==> src/rtl/rst_seq_pkg.sv <==
// Shared types and helpers for the reset release sequencer.
package rst_seq_pkg;

  localparam int unsigned MaxCh   = 32;
  localparam int unsigned MaxIdxW = 5;

  typedef enum logic [1:0] {
    StSync,
    StGap,
    StHold,
    StDone
  } state_e;

  typedef struct packed {
    logic               valid;
    logic [MaxIdxW-1:0] idx;
  } idx_t;

  // Lowest set bit of req, with a valid flag for the all-zero case.
  function automatic idx_t lowest_set_idx(input logic [MaxCh-1:0] req);
    idx_t res;
    res = '0;
    for (int i = MaxCh - 1; i >= 0; i--) begin
      if (req[i]) begin
        res.valid = 1'b1;
        res.idx   = MaxIdxW'(i);
      end
    end
    return res;
  endfunction

endpackage

==> src/rtl/rst_sync_cell.sv <==
// Async-assert, sync-deassert reset synchroniser; exposes the final stage and
// the stage before it so a consumer can act on the same edge the output rises.
module rst_sync_cell #(
  parameter int unsigned SYNC_STAGES = 2
) (
  input  logic clk_i,
  input  logic rst_ni,
  output logic sync_rstn_o,
  output logic pre_rstn_o
);

  logic [SYNC_STAGES-1:0] sync_q, sync_d;

  always_comb begin
    sync_d = {sync_q[SYNC_STAGES-2:0], 1'b1};
  end

  always_ff @(posedge clk_i or negedge rst_ni) begin
    if (!rst_ni) begin
      sync_q <= '0;
    end else begin
      sync_q <= sync_d;
    end
  end

  assign sync_rstn_o = sync_q[SYNC_STAGES-1];
  assign pre_rstn_o  = sync_q[SYNC_STAGES-2];

endmodule

==> src/rtl/reset_release_seq.sv <==
// Sequenced release of NUM_CH reset domains with per-channel soft reset and a
// scan bypass that ties every output to rstn_i.
module reset_release_seq
  import rst_seq_pkg::*;
#(
  parameter int unsigned NUM_CH      = 4,
  parameter int unsigned SYNC_STAGES = 2,
  parameter int unsigned GAP_CYCLES  = 16,
  parameter int unsigned HOLD_CYCLES = 8,
  parameter int unsigned CNT_W       =
    $clog2(((GAP_CYCLES > HOLD_CYCLES) ? GAP_CYCLES : HOLD_CYCLES) + 1)
) (
  input  logic              clk,
  input  logic              rstn_i,
  input  logic              test_mode,
  input  logic [NUM_CH-1:0] sw_rst_req,
  output logic [NUM_CH-1:0] rstn_o,
  output logic              rst_done,
  output logic              busy
);

  localparam int unsigned IdxW = (NUM_CH > 1) ? $clog2(NUM_CH) : 1;
  localparam logic [CNT_W-1:0] GapLast  = CNT_W'(GAP_CYCLES - 1);
  localparam logic [CNT_W-1:0] HoldLast = CNT_W'(HOLD_CYCLES - 1);
  localparam logic [IdxW-1:0]  LastCh   = IdxW'(NUM_CH - 1);

  logic sync_rstn, pre_rstn;

  state_e            state_q, state_d;
  logic [CNT_W-1:0]  cnt_q, cnt_d;
  logic [IdxW-1:0]   ch_idx_q, ch_idx_d;
  logic [NUM_CH-1:0] rel_q, rel_d;
  logic              done_q, done_d;

  idx_t              req_lo;
  logic [IdxW-1:0]   req_idx;
  logic [NUM_CH-1:0] keep_mask;

  rst_sync_cell #(
    .SYNC_STAGES(SYNC_STAGES)
  ) u_sync (
    .clk_i      (clk),
    .rst_ni     (rstn_i),
    .sync_rstn_o(sync_rstn),
    .pre_rstn_o (pre_rstn)
  );

  always_comb begin
    req_lo    = lowest_set_idx(MaxCh'(sw_rst_req));
    req_idx   = req_lo.idx[IdxW-1:0];
    // Channels below the requested index keep their current level.
    keep_mask = (NUM_CH'(1) << req_idx) - NUM_CH'(1);
  end

  always_ff @(posedge clk or negedge rstn_i) begin
    if (!rstn_i) begin
      state_q  <= StSync;
      cnt_q    <= '0;
      ch_idx_q <= '0;
      rel_q    <= '0;
      done_q   <= 1'b0;
    end else begin
      state_q  <= state_d;
      cnt_q    <= cnt_d;
      ch_idx_q <= ch_idx_d;
      rel_q    <= rel_d;
      done_q   <= done_d;
    end
  end

  always_comb begin
    state_d  = state_q;
    cnt_d    = cnt_q;
    ch_idx_d = ch_idx_q;
    rel_d    = rel_q;
    done_d   = done_q;
    case (state_q)
      StSync: begin
        // Leave on the edge the synchroniser output rises, so the first gap
        // starts counting on that same edge.
        if (pre_rstn || sync_rstn) begin
          state_d  = StGap;
          cnt_d    = '0;
          ch_idx_d = '0;
        end
      end
      StGap, StDone: begin
        if (req_lo.valid) begin
          rel_d    = rel_q & keep_mask;
          done_d   = 1'b0;
          state_d  = StHold;
          cnt_d    = '0;
          ch_idx_d = (req_idx < ch_idx_q) ? req_idx : ch_idx_q;
        end else if (state_q == StGap) begin
          if (cnt_q == GapLast) begin
            rel_d[ch_idx_q] = 1'b1;
            cnt_d           = '0;
            if (ch_idx_q == LastCh) begin
              state_d = StDone;
              done_d  = 1'b1;
            end else begin
              ch_idx_d = ch_idx_q + IdxW'(1);
            end
          end else begin
            cnt_d = cnt_q + CNT_W'(1);
          end
        end
      end
      StHold: begin
        if (req_lo.valid) begin
          cnt_d = '0;
          if (req_idx < ch_idx_q) begin
            rel_d    = rel_q & keep_mask;
            ch_idx_d = req_idx;
          end
        end else if (cnt_q == HoldLast) begin
          state_d = StGap;
          cnt_d   = '0;
        end else begin
          cnt_d = cnt_q + CNT_W'(1);
        end
      end
      default: begin
        state_d = StSync;
      end
    endcase
  end

  always_comb begin
    busy     = (state_q != StDone);
    rstn_o   = test_mode ? {NUM_CH{rstn_i}} : rel_q;
    rst_done = test_mode ? rstn_i : done_q;
  end

endmodule

==> config.mk <==
export PLATFORM = sky130hd
export DESIGN_NAME = reset_release_seq
export DESIGN_NICKNAME = d
export VERILOG_FILES = /design/src/rtl/rst_seq_pkg.sv /design/src/rtl/rst_sync_cell.sv /design/src/rtl/reset_release_seq.sv
export SDC_FILE = /design/constraint.sdc
export NUM_CORES = 1
export LEC_CHECK = 0
export CAP_MARGIN = 10
export CORE_AREA = 2 2 48 50
export DETAILED_ROUTE_END_ITERATION = 12
export DIE_AREA = 0 0 50 52
export GPL_ROUTABILITY_DRIVEN = 0
export PLACE_DENSITY = 0.73
export SLEW_MARGIN = 20
export SYNTH_ARGS = -nofsm -noshare
export SYNTH_HDL_FRONTEND = slang
export SYNTH_SLANG_ARGS = --single-unit
==> constraint.sdc <==
create_clock -name clk -period 2.3 [get_ports clk]
set_input_delay 0.46 -clock clk [delete_from_list [all_inputs] [get_ports clk]]
set_output_delay 0.46 -clock clk [all_outputs]
set_load 0.02 [all_outputs]
==> flow_summary_export.csv, run 1 <==
group,metric,value,unit
synthesis,synth.distinct_cells,34,
route,wl,2400,µm
placement,io_buffer_count,12,
global_route,grt.overflow.total,0,
placement,hpwl,1890,µm
worst_hold_path,worstHoldStart,"u_sync.sync_q[0]",
route,ant_nets,0,
route,drt_iter0_drc,38,
synthesis,syn_nets,136,
synthesis,yosysTopAreaCell,"dfrtp_1",
worst_hold_path,min_path_cells,0,
route,avgRoutedWirePerCell,14.1,µm
timing,finClkSkew,0.00294,ns
pwr,irDropWorstVdd,0.000427,V
timing,hold_viol,0,
worst_setup_path,cpPeakStageDelay,0.63,ns
synthesis,yosysWarnings,0,
timing,rsz0062_at_grt,"no",
synthesis,synth-async-reset-ratio,100,%
finish,drive_gt1_share,13.4,%
timing,setup_viol,0,
route,viasPerCell,5.84,
pwr,switchingPower,0.000229,W
floorplanning,die_w,50,µm
timing,maxSlewViolCount,0,
worst_setup_path,path_cells,"nand2_1 > clkdlybuf4s50_1",
cts,numCtsBuffers,3,
synthesis,synth_edf_count,0,
worst_setup_path,start_kind,"flop",
timing,worstMarginPinSlew,0.690,ns
job,cap_violations,0,
finish,nFillCells,182,
global_route,grtUsageTotal,21.1,%
synthesis,ys_ff_latch,16,
finish,nets,158,
synthesis,synth_commonest_cells,"16 x dfrtp_1, 16 x o21ai_0, 11 x inv_1, 11 x nand2_1, 10 x a21oi_1",
worst_setup_path,cp_slowest_cell,"clkdlybuf4s50_1",
finish,areaGrowthSynthToFinish,21.0,%
finish,final_cells,170,
placement,placedCellCount,167,
synthesis,synth.avg_cell_area,8.82,µm²
pwr,clockPowerShare,21.3,%
cts,root_buffer,"clkbuf_4",
worst_hold_path,hold_path_class,"reg -> reg",
pwr,comb_power_share,29.6,%
worst_setup_path,reg2reg_depth,5,
global_route,grt_pass1_wl,4170,µm
worst_setup_path,timing.rr.start,"cnt_q[0]",
finish,n_antenna_cell,0,
route,drc,0,
worst_setup_path,critPathKind,"reg -> out",
global_route,grt_max_degree,17,
pwr,p_int,0.000454,W
floorplanning,num_rows,17,
synthesis,syn_inst,122,
timing,fmax,479,MHz
timing,timing.final.crit_share,90.8,%
worst_setup_path,crit_arrival,1.63,ns
pwr,swShare,33.5,%
floorplanning,die_area,2600,µm²
route,vias,993,
synthesis,yosysSeqAreaShare,37.2,%
global_route,antenna_found_initial,0,
cts,clock_path_buffers,2,
synthesis,synthFlopType,"dfrtp_1",
synthesis,synth_area_leaders,"dfrtp_1 37%, ha_1 8.1%, o21ai_0 7.4%, a21oi_1 4.7%, inv_1 3.8%",
synthesis,synthesis.area,1080,µm²
worst_setup_path,crit_path_end_kind,"output port",
cts,clk_transition_reported_paths,0.09,ns
cts,h-tree-depth,1,
worst_setup_path,startpoint,"state_q[1]",
status,status,"finished clean",
cts,clk-insertion-delay-late,0.28,ns
timing,min_period,2.09,ns
worst_setup_path,critPathMaxFanout,14,
route,firstDrtPassIters,4,
cts,cts_tree,"built",
pwr,power_density,524,nW/µm²
floorplanning,chipHeight,52,µm
global_route,grt_pass1_vias,939,
pwr,seqPwrFrac,49.1,%
floorplanning,initial_core_util,51.1,%
floorplanning,top_level_ports,13,
cts,cts.sinks,16,
synthesis,synth_top_area_share,37.2,%
floorplanning,core-area,2110,µm²
timing,timing.slew.headroom,53.4,%
worst_setup_path,worstPathRequired,1.84,ns
pwr,p_leak,0.572,nW
finish,finish.utilization,61.9,%
## stage by stage
step	hold slack, ns	total power [W]	setup TNS (ns)	setup slack [ns]	area [µm²]
detailed placement	0.396	0.000544	-0.0365	-0.0365	1270
global placement	0.374	0.000538	0	0.0440	1270
floorplan	0.164	0.000461	0	0.549	1080
CTS	0.416	0.000687	0	0.00333	1290
finish	0.416	0.000683	0	0.212	1300
global route	0.419	0.000724	0	0.128	1300
## sequential cells by signal, indices dropped and copies added (netlist names)
register and cells:
ch_idx_q 2, cnt_q 5, done_q 1, rel_q 4, state_q 2, u_sync.sync_q 2
## power groups by stage
stage / logic (W) / clock network, W / registers (W)
after floorplan: 0.000141 / 0 / 0.000320
after global placement: 0.000198 / 0 / 0.000340
after detailed placement: 0.000204 / 0 / 0.000341
after CTS: 0.000204 / 0.000149 / 0.000335
after global routing: 0.000223 / 0.000160 / 0.000340
final: 0.000202 / 0.000146 / 0.000335
## metal layers
metal	up-vias	global-route usage, %	wire (µm)	part of all wire [%]
met4	0	6.94	35	1.5
met3	5	2.59	78	3.3
li1	493	-	-	-
met2	22	35.7	1190	50
met5	-	0	0	0
met1	473	27.7	1100	46
## repair_timing
action,4_1_cts,5_1_grt
endpoints found under the hold margin,0,0
setup endpoints to repair,1,4
buffers inserted,0,0
hold buffers,0,0
gates resized for setup,1,4
cloned,0,0
## placed cells by master, fill, tap and decap left out, types with 3 or more instances in the layout
master | netlist | routed
nor2_1 | 5 | 5
o211ai_1 | 5 | 5
or2_2 | 5 | 5
a21oi_1 | 10 | 10
inv_1 | 11 | 11
o21ai_0 | 16 | 16
nand2b_1 | 4 | 4
a22oi_1 | 3 | 3
clkdlybuf4s50_1 | 0 | 7
dfrtp_1 | 16 | 16
buf_4 | 0 | 8
ha_1 | 7 | 7
clkbuf_4 | 0 | 3
dlymetal6s2s_1 | 0 | 4
nand2_1 | 11 | 11
## area by class of cell
type	count	area, µm²	area share, %
flip-flops and latches	16	400	30.7
repair buffers	20	189	14.5
well taps	28	35.0	2.69
clock buffers	3	22.5	1.73
inverters	11	41.3	3.17
multi-input cells	92	614	47.2
## critical path, delay by kind of cell (launching register included)
kind / cells / cell delay (ns)
simple gates: 1 / 0.20
flops: 1 / 0.52
buf+inv: 1 / 0.63
## path summary, 6_finish.rpt
path / to / slack (ns)
min in group asynchronous: rel_q[1] / 0.54
worst max register to register: cnt_q[3] / 0.31
worst max-delay path: busy / 0.21
max in group asynchronous: state_q[1] / 1.58
worst min-delay path: u_sync.sync_q[1] / 0.42
worst min register to register: u_sync.sync_q[1] / 0.42
## kinds of logic after synthesis
kind of cell	Yosys count	share of synthesized area, %
compound gates	47	28.4
fa+ha+maj	7	8.14
buf+inv	14	5.70
flops	16	37.2
other cells	1	0.349
simple gates	37	20.2
No activity file was read; power rests on OpenSTA's default activity.
==> run 2, diff against run 1 <==
--- a/config.mk
+++ b/config.mk
@@ -5,7 +5,7 @@
 export SDC_FILE = /design/constraint.sdc
 export NUM_CORES = 1
 export LEC_CHECK = 0
-export CAP_MARGIN = 10
+export CAP_MARGIN = 5
 export CORE_AREA = 2 2 48 50
 export DETAILED_ROUTE_END_ITERATION = 12
 export DIE_AREA = 0 0 50 52
==> results of run 2 <==
Final layout, timing and power as in run 1 (identical DEF).
